`src/rtl/multdiv_iter.sv`:
```
// Iterative signed multiply/divide: one product or quotient bit per cycle,
// start/ready handshake, busy for pipeline stall, flush to abort.
//
//   state  | meaning
//   IDLE   | waiting for ctrl_MULT / ctrl_DIV
//   MUL    | shift-add steps on operand magnitudes
//   DIV    | restoring-division steps on operand magnitudes
//   DONE   | result registered, data_resultRDY high for this cycle
module multdiv_iter #(
    parameter int WIDTH = 32
) (
    input  logic             clock,
    input  logic             reset,
    input  logic             ctrl_MULT,
    input  logic             ctrl_DIV,
    input  logic [WIDTH-1:0] operand_A,
    input  logic [WIDTH-1:0] operand_B,
    input  logic             flush,
    output logic [WIDTH-1:0] data_result,
    output logic             data_exception,
    output logic             data_resultRDY,
    output logic             busy
);

    localparam int CW = $clog2(WIDTH);

    typedef enum logic [1:0] {S_IDLE, S_MUL, S_DIV, S_DONE} state_t;

    state_t             state_q, state_d;
    logic [CW-1:0]      cnt_q, cnt_d;
    logic [2*WIDTH-1:0] acc_q, acc_d;
    logic [WIDTH-1:0]   opb_q, opb_d;
    logic               sign_q, sign_d;
    logic [WIDTH-1:0]   res_q, res_d;
    logic               exc_q, exc_d;

    logic [WIDTH-1:0]   mag_a, mag_b;
    logic [WIDTH:0]     add_sum, div_diff;
    logic [2*WIDTH-1:0] mul_next, div_next, prod_s;
    logic [WIDTH:0]     mul_top;
    logic               mul_ovf, div_ovf, last_step;
    logic [WIDTH-1:0]   quot, quot_s;

    assign mag_a = operand_A[WIDTH-1] ? -operand_A : operand_A;
    assign mag_b = operand_B[WIDTH-1] ? -operand_B : operand_B;

    // Multiply: multiplier sits in the low half and shifts out as the product shifts in.
    assign add_sum  = {1'b0, acc_q[2*WIDTH-1:WIDTH]} + (acc_q[0] ? {1'b0, opb_q} : '0);
    assign mul_next = {add_sum, acc_q[WIDTH-1:1]};
    assign prod_s   = sign_q ? -mul_next : mul_next;
    assign mul_top  = prod_s[2*WIDTH-1:WIDTH-1];
    assign mul_ovf  = !((&mul_top) || !(|mul_top));

    // Divide: remainder in the high half, dividend/quotient bits in the low half.
    assign div_diff = acc_q[2*WIDTH-1:WIDTH-1] - {1'b0, opb_q};
    assign div_next = div_diff[WIDTH] ? {acc_q[2*WIDTH-2:0], 1'b0}
                                      : {div_diff[WIDTH-1:0], acc_q[WIDTH-2:0], 1'b1};
    assign quot     = div_next[WIDTH-1:0];
    assign quot_s   = sign_q ? -quot : quot;
    // Magnitude quotient never exceeds 2^(W-1); only MIN / -1 lands there unsigned.
    assign div_ovf  = !sign_q && quot[WIDTH-1];

    assign last_step = (cnt_q == CW'(WIDTH - 1));

    always_comb begin
        state_d = state_q;
        cnt_d   = cnt_q;
        acc_d   = acc_q;
        opb_d   = opb_q;
        sign_d  = sign_q;
        res_d   = res_q;
        exc_d   = exc_q;
        if (flush) begin
            state_d = S_IDLE;
            cnt_d   = '0;
        end else begin
            unique case (state_q)
                S_IDLE, S_DONE: begin
                    state_d = S_IDLE;
                    if (ctrl_MULT || ctrl_DIV) begin
                        sign_d = operand_A[WIDTH-1] ^ operand_B[WIDTH-1];
                        cnt_d  = '0;
                        if (ctrl_MULT) begin
                            state_d = S_MUL;
                            acc_d   = {{WIDTH{1'b0}}, mag_b};
                            opb_d   = mag_a;
                        end else if (operand_B == '0) begin
                            state_d = S_DONE;
                            res_d   = '0;
                            exc_d   = 1'b1;
                        end else begin
                            state_d = S_DIV;
                            acc_d   = {{WIDTH{1'b0}}, mag_a};
                            opb_d   = mag_b;
                        end
                    end
                end
                S_MUL: begin
                    acc_d = mul_next;
                    cnt_d = cnt_q + CW'(1);
                    if (last_step) begin
                        state_d = S_DONE;
                        cnt_d   = '0;
                        res_d   = prod_s[WIDTH-1:0];
                        exc_d   = mul_ovf;
                    end
                end
                S_DIV: begin
                    acc_d = div_next;
                    cnt_d = cnt_q + CW'(1);
                    if (last_step) begin
                        state_d = S_DONE;
                        cnt_d   = '0;
                        res_d   = quot_s;
                        exc_d   = div_ovf;
                    end
                end
                default: state_d = S_IDLE;
            endcase
        end
    end

    always_ff @(posedge clock or negedge reset) begin
        if (!reset) begin
            state_q <= S_IDLE;
            cnt_q   <= '0;
            acc_q   <= '0;
            opb_q   <= '0;
            sign_q  <= 1'b0;
            res_q   <= '0;
            exc_q   <= 1'b0;
        end else begin
            state_q <= state_d;
            cnt_q   <= cnt_d;
            acc_q   <= acc_d;
            opb_q   <= opb_d;
            sign_q  <= sign_d;
            res_q   <= res_d;
            exc_q   <= exc_d;
        end
    end

    assign data_result    = res_q;
    assign data_exception = exc_q;
    assign data_resultRDY = (state_q == S_DONE);
    assign busy           = (state_q == S_MUL) || (state_q == S_DIV);

endmodule
```
`config.mk`:
```
export PLATFORM = sky130hd
export DESIGN_NAME = multdiv_iter
export DESIGN_NICKNAME = d
export VERILOG_FILES = /design/src/rtl/multdiv_iter.sv
export SDC_FILE = /design/constraint.sdc
export NUM_CORES = 1
export LEC_CHECK = 0
export CAP_MARGIN = 20
export CELL_PAD_IN_SITES_DETAIL_PLACEMENT = 1
export CELL_PAD_IN_SITES_GLOBAL_PLACEMENT = 2
export CORE_MARGIN = 8
export CORE_UTILIZATION = 36
export CTS_BUF_LIST = sky130_fd_sc_hd__clkbuf_16
export CTS_CLUSTER_SIZE = 14
export DETAILED_ROUTE_END_ITERATION = 8
export GPL_TIMING_DRIVEN = 0
export PLACE_DENSITY = 0.82
export REMOVE_ABC_BUFFERS = 1
export SLEW_MARGIN = 0
export SYNTH_ARGS = -nofsm -noshare
export SYNTH_HDL_FRONTEND = slang
export SYNTH_SLANG_ARGS = --single-unit
```
`constraint.sdc`:
```
create_clock -name clock -period 5.49 [get_ports clock]
set_input_delay 1.098 -clock clock [delete_from_list [all_inputs] [get_ports clock]]
set_output_delay 1.098 -clock clock [all_outputs]
set_load 0.05 [all_outputs]
```
==> results of run 1 <==
==> layer usage <==
layer	global-route usage, %	part of all wire, %
met5	0	0
met4	6.65	2.1
met3	2.18	3.0
met1	31.3	47
met2	38.9	47
==> worst min-delay path, delay by kind of cell, from the launching register on <==
kind | cells | cell delay [ns]
AO/OA/AOI/OAI | 1 | 0.06
flip-flops | 1 | 0.34
AND/OR/NAND/NOR | 1 | 0.05
==> cell usage after synthesis, drive strengths merged (4+ instances only) <==
| cell type | n | share of area (%) |
|---|---|---|
| o22ai | 7 | 0.30 |
| buf | 24 | 0.77 |
| nand2b | 22 | 0.98 |
| a22o | 4 | 0.24 |
| and3 | 12 | 0.51 |
| o21ai | 155 | 5.3 |
| xor2 | 52 | 3.1 |
| mux2i | 48 | 3.2 |
| o31a | 5 | 0.30 |
| a211oi | 31 | 1.6 |
| o221ai | 37 | 2.2 |
| a221oi | 4 | 0.24 |
| or4 | 13 | 0.66 |
| a21oi | 114 | 3.8 |
| o31ai | 41 | 2.1 |
| nand3b | 8 | 0.57 |
| o211ai | 36 | 1.8 |
| a22oi | 62 | 3.1 |
| ha | 73 | 6.2 |
| or3 | 24 | 1.0 |
| nor2 | 152 | 3.8 |
| and2 | 9 | 0.38 |
| nor4b | 5 | 0.34 |
| nand3 | 47 | 1.7 |
| clkbuf | 118 | 3.0 |
| a211o | 7 | 0.41 |
| mux2 | 14 | 1.1 |
| nand4b | 6 | 0.50 |
| inv | 85 | 2.2 |
| o21bai | 11 | 0.56 |
| nor4 | 21 | 1.3 |
| nor2b | 18 | 0.76 |
| dfrtp | 137 | 23 |
| a222oi | 12 | 0.81 |
| o41ai | 11 | 0.65 |
| a2111oi | 6 | 0.52 |
| a31oi | 14 | 0.59 |
| o21a | 13 | 0.66 |
| nand2 | 201 | 5.1 |
| nand4 | 17 | 0.72 |
| a21o | 28 | 1.4 |
| a21boi | 5 | 0.25 |
| xnor2 | 116 | 6.9 |
| or2 | 15 | 0.63 |
| nor3 | 45 | 1.6 |
==> power groups by stage <==
| stage | Combinational (W) | Clock [W] | Sequential, W |
|---|---|---|---|
| finish | 0.00601 | 0.00119 | 0.00197 |
| CTS | 0.00591 | 0.00121 | 0.00196 |
| floorplan | 0.00376 | 0 | 0.00211 |
| detailed placement | 0.00578 | 0 | 0.00197 |
| global placement | 0.00555 | 0 | 0.00201 |
| global route | 0.00655 | 0.00125 | 0.00204 |
==> cell type report <==
type / count / area share (%)
timing repair buffer: 136 / 8.93
inverter: 85 / 1.89
multi-input combinational: 1564 / 62.0
sequential: 137 / 19.9
clock inverter: 15 / 0.928
tap: 532 / 3.86
clock buffer: 17 / 2.47
==> registers in the layout (all words and copies together), names as in the netlist <==
| register | flops |
|---|---|
| state_q | 2 |
| opb_q | 32 |
| cnt_q | 5 |
| data_result | 32 |
| sign_q | 1 |
| acc_q | 64 |
| data_exception | 1 |
==> stage by stage <==
stage	setup TNS (ns)	hold slack, ns	instance area [µm²]	instances	setup slack (ns)
floorplan	-121.92	0.450	14300	1786	-1.98
global placement	-941.99	0.460	16000	2421	-6.74
detailed placement	-2.99	0.467	16400	2442	-0.593
CTS	0	0.481	17100	2480	0.0156
global route	-0.0132	0.507	17300	2486	-0.0110
finish	0	0.479	17300	2486	0.234
==> worst max-delay path by stage <==
stage / endpoint / slack (ns)
floorplan: acc_q[31] / -1.98
global placement: acc_q[31] / -6.74
detailed placement: data_result[26] / -0.59
CTS: data_result[26] / 0.02
global route: data_exception / -0.01
finish: data_exception / 0.23
==> what timing repair did <==
item                       CTS  global route
setup endpoints to repair   14             6
hold endpoints to repair     0             0
pin swaps                    3             3
setup buffers                6             4
gates resized for setup     18            17
==> cell families (layout without fill, tap and decap cells) <==
family	Yosys count	after routing	synth area share (%)
simple gates	627	627	21.4
flops	137	137	23.1
fa+ha+maj	75	75	6.43
buf+inv	227	253	5.93
xor+xnor	168	168	9.98
mux	62	62	4.33
compound gates	632	632	28.8
==> reports/qor.yml, run 1 <==
status:
  status: "completed"
critical_path:
  arrival_ns: 5.56
  start_kind: "input pin"
  reg2reg_from: "acc_q[31]"
  crit_slowest_cell: "or4b_2"
  critical_path.cell_chain: "clkdlybuf4s50_1 > or4_1 > or4b_2 > or2_2 > o31ai_1 > nand3b_1 > buf_8 > a21o_1 > nand2_1 > nor4_1 > and4_1 > nand4b_1 > a2111oi_0 > nor4b_2 > a211oi_1"
  worstSetupEndpointType: "flop"
  max_stage_delay_ns: 0.71
  rr_endpoint: "data_result[26]"
  required_ns: 5.79
  crit_path_max_fanout: 19
  crit_family: "simple AND/OR/NAND/NOR gates"
  cp.depth: 15
  critPathKind: "in -> reg"
  worst-path-buf-inv: 2
  rrSetupSlack_ns: 0.27
  reg2regPathDepth: 23
  startpoint: "operand_B[8]"
pwr:
  peakVddDrop_mv: 0.489
  finalPower_w: 0.00917
  p_per_area_mw_per_mm2: 532
  power_frac_clock_pct: 12.9
  p_leak_nw: 6.81
  swShare_pct: 51.9
  internal_power_w: 0.00442
  p_seq_share_pct: 21.5
  switchingPower_w: 0.00476
  combPwrFrac_pct: 65.6
cts:
  cts_buffer_depth: 2
  cts.sink_count: 137
  cts_buffers: 17
  insertion_delay_ns: 0.45
  cts_tree: "built"
  htreeDepth: 4
  cts_root_buf: "clkbuf_16"
  clk_pin_slew_worst_paths_ns: 0.06
  hold_buffers: 0
detailed_routing:
  firstDrtPassIters: 6
  wl_per_cell_um: 22.4
  wirelength_um: 55600
  ant_nets: 0
  routed_via_density: 6.02
  routed-via-count: 14963
  route.detailed.drc: 0
  drt-initial-drc-count: 862
timing:
  fmax_mhz: 190
  relSlewSlack_pct: 31.6
  fin_crit_ns: 5.26
  finalHoldViolCount: 0
  final_max_slew_viol_count: 0
  period_share_pct: 95.7
  tightest_slew_ns: 1.02
  finalClockSkew_ns: 0.00835
  setup_violations: 0
grt:
  grt_pass1_wl_um: 89300
  antenna_found_initial: 0
  grt_overflow: 0
  grt_max_degree: 103
  track_usage_pct: 23.2
  grt_pass1_vias: 15526
synthesis:
  seq_area_frac_synth_pct: 23.1
  synthArstFlopShare_pct: 100
  ys_seq_elements: 137
  ys_types: 97
  synthesis.area_mm2: 0.0148
  ys_warn_count: 0
  synth_edf_count: 0
  synthCells: 1928
  syn_avg_cell_area_um2: 7.69
  synth_ff_type: "dfrtp_1"
hold_path:
  hp-start: "data_result[4]"
  hold_class: "reg -> reg"
  hold_path_end: "data_result[4]"
  hold_depth: 2
cells_and_area:
  post-route-util_pct: 42.4
  fin_nets: 2085
  register_area_mm2: 0.00343
  final_cell_mix: "201 x nand2_1, 152 x nor2_1, 147 x o21ai_0"
  drive_gt1_share_pct: 7.83
  final_common_cell: "nand2_1"
  syn_to_final_growth_pct: 16.4
  antenna_cells: 0
  n_fill_cell: 4930
  multi_input_area_mm2: 0.0107
floorplan:
  boundaryPins: 104
  die_w_um: 219
  chipHeight_um: 219
  rows: 74
  die-area_mm2: 0.0479
  initial_core_util_pct: 36.4
  core-area_mm2: 0.0407
placed_design:
  place_congestion: 0.857
  portBuffers: 103
  hpwl_um: 43000
job:
  drv_cap: 0
(Power assumes the default switching activity.)
==> run 2: changes to the inputs <==
==> constraint.sdc (replaced) <==
create_clock -name clock -period 5.49 [get_ports clock]
set_input_delay 1.098 -clock clock [delete_from_list [all_inputs] [get_ports clock]]
set_output_delay 1.098 -clock clock [all_outputs]
set_load 0.02 [all_outputs]
==> results of run 2 <==
Same layout as run 1 (identical final DEF). Status: completed.
Among the figures that moved: total power 0.00917 W -> 0.00895 W; worst IR drop on VDD 0.489 mV -> 0.439 mV
==> run 3: changes to the inputs <==
--- a/config.mk
+++ b/config.mk
@@ -5,17 +5,19 @@
 export SDC_FILE = /design/constraint.sdc
 export NUM_CORES = 1
 export LEC_CHECK = 0
+export ABC_AREA = 1
 export CAP_MARGIN = 20
 export CELL_PAD_IN_SITES_DETAIL_PLACEMENT = 1
 export CELL_PAD_IN_SITES_GLOBAL_PLACEMENT = 2
 export CORE_MARGIN = 8
-export CORE_UTILIZATION = 36
+export CORE_UTILIZATION = 33
 export CTS_BUF_LIST = sky130_fd_sc_hd__clkbuf_16
 export CTS_CLUSTER_SIZE = 14
 export DETAILED_ROUTE_END_ITERATION = 8
 export GPL_TIMING_DRIVEN = 0
-export PLACE_DENSITY = 0.82
+export PLACE_DENSITY = 0.83
 export REMOVE_ABC_BUFFERS = 1
+export SETUP_SLACK_MARGIN = 0.02
 export SLEW_MARGIN = 0
 export SYNTH_ARGS = -nofsm -noshare
 export SYNTH_HDL_FRONTEND = slang
==> reports/qor.yml, run 3 <==
critical_path:
  max_stage_delay_ns: 0.45  # -0.26 ns
  start_kind: "input pin"
  rrSetupSlack_ns: 0.41  # +0.14 ns
  critical_path.cell_chain: "clkdlybuf4s50_1 > inv_1 > ha_1 > nand3_1 > nor2_1 > nand2_1 > nor3_4 > nand3_2 > nor2_1 > nand4_1 > nor2_1 > nand2_1 > nor3_2 > a21oi_1 > nand2_2 > inv_2 > buf_12 > o21ai_0 > o221ai_1"
  critPathKind: "in -> reg"
  required_ns: 5.79  # about the same
  crit_path_max_fanout: 56  # +37
  arrival_ns: 5.47  # -0.09 ns
  cpMostUsedCell: "nor2_1"
  worstSetupEndpointType: "flop"
  crit_slowest_cell: "nor3_2"
grt:
  grt.met1_usage_pct: 32.8  # +1.5 points
  gr-usage-met3_pct: 2.45  # +0.27 points
  grt.busiest_layer: "met2"
  grt_pass1_vias: 19462  # +25%
  grt_max_degree: 85  # -17%
  grt_pass1_wl_um: 113000  # +27%
  antenna_found_initial: 1  # +1
  grtUsageMet2_pct: 44.1  # +5.2 points
  grt_overflow: 0  # unchanged
  track_usage_pct: 25.4  # +2.2 points
timing:
  fmax_mhz: 194  # +1.8%
  fin_crit_ns: 5.16  # -0.0946 ns
  finalHoldViolCount: 0  # unchanged
  setup_violations: 0  # unchanged
  tightest_slew_ns: 1.15  # +0.136 ns
  tns_ns: 0  # unchanged
  period_share_pct: 94.0  # -1.7 points
  relSlewSlack_pct: 22.9  # -8.7 points
  rsz0062_at_grt: "false"
  final_max_slew_viol_count: 0  # unchanged
  hold_slack_ns: 0.481  # +0.00221 ns
  finalClockSkew_ns: 0.0128  # +0.00443 ns
floorplan:
  chipHeight_um: 238  # +8.7%
  die_w_um: 238  # +8.7%
  initial_core_util_pct: 33.4  # -3.0 points
  rows: 81  # +9.5%
  core-area_mm2: 0.0487  # +20%
  boundaryPins: 104  # unchanged
  die-area_mm2: 0.0566  # +18%
synthesis:
  ys_seq_elements: 137  # unchanged
  synth_edf_count: 0  # unchanged
  seq_area_frac_synth_pct: 21.1  # -2.0 points
  synthesis.area_mm2: 0.0163  # +9.7%
  netlist.area_leader.share_pct: 21.1  # -2.0 points
  syn_avg_cell_area_um2: 5.87  # -24%
  synthCells: 2768  # +44%
  yosysTopAreaCell: "dfrtp_1"
  ys_warn_count: 0  # unchanged
  ys_types: 57  # -41%
  synthTopCellsByCount: "866 x nand2_1, 403 x inv_1, 264 x nor2_1, 185 x o21ai_0, 155 x nand3_1"
  synth_ff_type: "dfrtp_1"
  synthArstFlopShare_pct: 100  # unchanged
  synth.most_common_cell: "nand2_1"
  synthTopCellsByArea: "dfrtp_1 21%, nand2_1 20%, inv_1 9.3%"
cts:
  hold_buffers: 0  # unchanged
  htreeDepth: 4  # unchanged
  cts_root_buf: "clkbuf_16"
  insertion_delay_ns: 0.45  # about the same
  cts_buffer_depth: 2  # unchanged
  cts_tree: "built"
  clk_pin_slew_worst_paths_ns: 0.07  # about the same
  cts_buffers: 17  # unchanged
  cts.sink_count: 137  # unchanged
hold_path:
  hold_class: "reg -> reg"
cells_and_area:
  top_register: "acc_q"
  largest_reg_flops: 64  # unchanged
  drive_gt1_share_pct: 5.94  # -1.9 points
  fin_nets: 2957  # +42%
  n_fill_cell: 6608  # +34%
  antenna_cells: 0  # unchanged
  multi_input_area_mm2: 0.0108  # +1.1%
  final_cell_mix: "863 x nand2_1, 400 x inv_1, 261 x nor2_1"
  register_area_mm2: 0.00344  # about the same
  syn_to_final_growth_pct: 14.9
  final_common_cell: "nand2_1"
job:
  drv_cap: 0  # unchanged
detailed_routing:
  drt-initial-drc-count: 1251  # +45%
  route.detailed.drc: 0  # unchanged
  wirelength_um: 72500  # +30%
  wl_per_cell_um: 20.8  # -7.1%
  routed-via-count: 18712  # +25%
  ant_nets: 0  # unchanged
  firstDrtPassIters: 5  # -1
  routed_via_density: 5.36  # -11%
pwr:
  p_per_area_mw_per_mm2: 514
  peakVddDrop_mv: 0.308
  p_leak_nw: 9.48  # +39%
  finalPower_w: 0.00960
status:
  status: "completed"
placed_design:
  place_congestion: 0.932  # +8.7%
  hpwl_um: 58200  # +35%
  portBuffers: 103  # unchanged
==> run 3: cell count changes in the layout (fill, tap and decap cells not counted), moves of 25 or more <==
cell / previous run / this run
nand2_1: 201 / 863
inv_1: 84 / 400
nand3_1: 44 / 155
nor2_1: 152 / 261
xnor2_1: 113 / 26
o22ai_1: 7 / 59
a22oi_1: 61 / 13
mux2i_1: 48 / 1
o21ai_0: 147 / 185
o31ai_1: 39 / 5
nand2_2: 0 / 33
o221ai_1: 37 / 8
a21o_1: 28 / 1
a211oi_1: 28 / 3
==> run 3: metrics by stage <==
stage          util, %  setup slack, ns  area [µm²]  std cells
2_1_floorplan        -            0.387       15800       2672
3_3_place_gp      36.3            -5.21       17700       3439
3_5_place_dp      37.0           -0.643       18000       3453
4_1_cts           38.2           0.0589       18600       3485
5_1_grt           38.3           0.0412       18700       3490
6_report          38.3            0.328       18700       3490
==> run 3: path summary, 6_finish.rpt <==
check | start | end | cells after the start
max reg2reg | acc_q[31] | data_result[16] | 21
min reg2reg | data_result[24] | data_result[24] | 2
min in group asynchronous | reset | data_result[25] | 1
min | data_result[24] | data_result[24] | 2
max in group asynchronous | reset | acc_q[0] | 2
max | operand_B[0] | acc_q[19] | 19
==> run 3: kinds of logic after synthesis <==
logic type | after synthesis | share of synthesized area [%]
AOI/OAI and AO/OA | 519 | 19.1
xor gates and xnor gates | 80 | 4.36
adders and majority gates | 75 | 5.86
buffers and inverters | 519 | 12.5
DFF | 137 | 21.1
muxes | 1 | 0.0616
and+or+nand+nor | 1437 | 37.0
==> run 3: worst max-delay path: cells and delay by family <==
family                     cells  cell delay, ns
adders and majority gates      1            0.18
and+or+nand+nor               11            2.49
AOI/OAI and AO/OA              3            0.59
buffers and inverters          4            1.03
==> run 3: cell type report <==
type	instances	area share [%]
inverter	423	8.55
clock buffer	17	2.28
tap	664	4.45
timing repair buffer	122	7.48
clock inverter	15	0.891
multi-input combinational	2112	58.0
sequential	137	18.4
==> run 3: where the power goes <==
part | total [W] | internal [W] | switching (W)
Clock | 0.00123 | 0.000678 | 0.000552
Sequential | 0.00180 | 0.00138 | 0.000419
Combinational | 0.00657 | 0.00205 | 0.00452
Total | 0.00960 | 0.00411 | 0.00549
==> run 3: what timing repair did <==
action | 4_1_cts | 5_1_grt
pin swaps | 0 | 0
resized for setup | 2 | 4
endpoints found under the setup margin | 11 | 20
buffers inserted | 0 | 4
==> run 3: metal layers <==
metal	up-vias	routed length [µm]
met4	0	2050
li1	9060	-
met2	400	35000
met5	-	0
met3	111	2510
met1	9141	33000
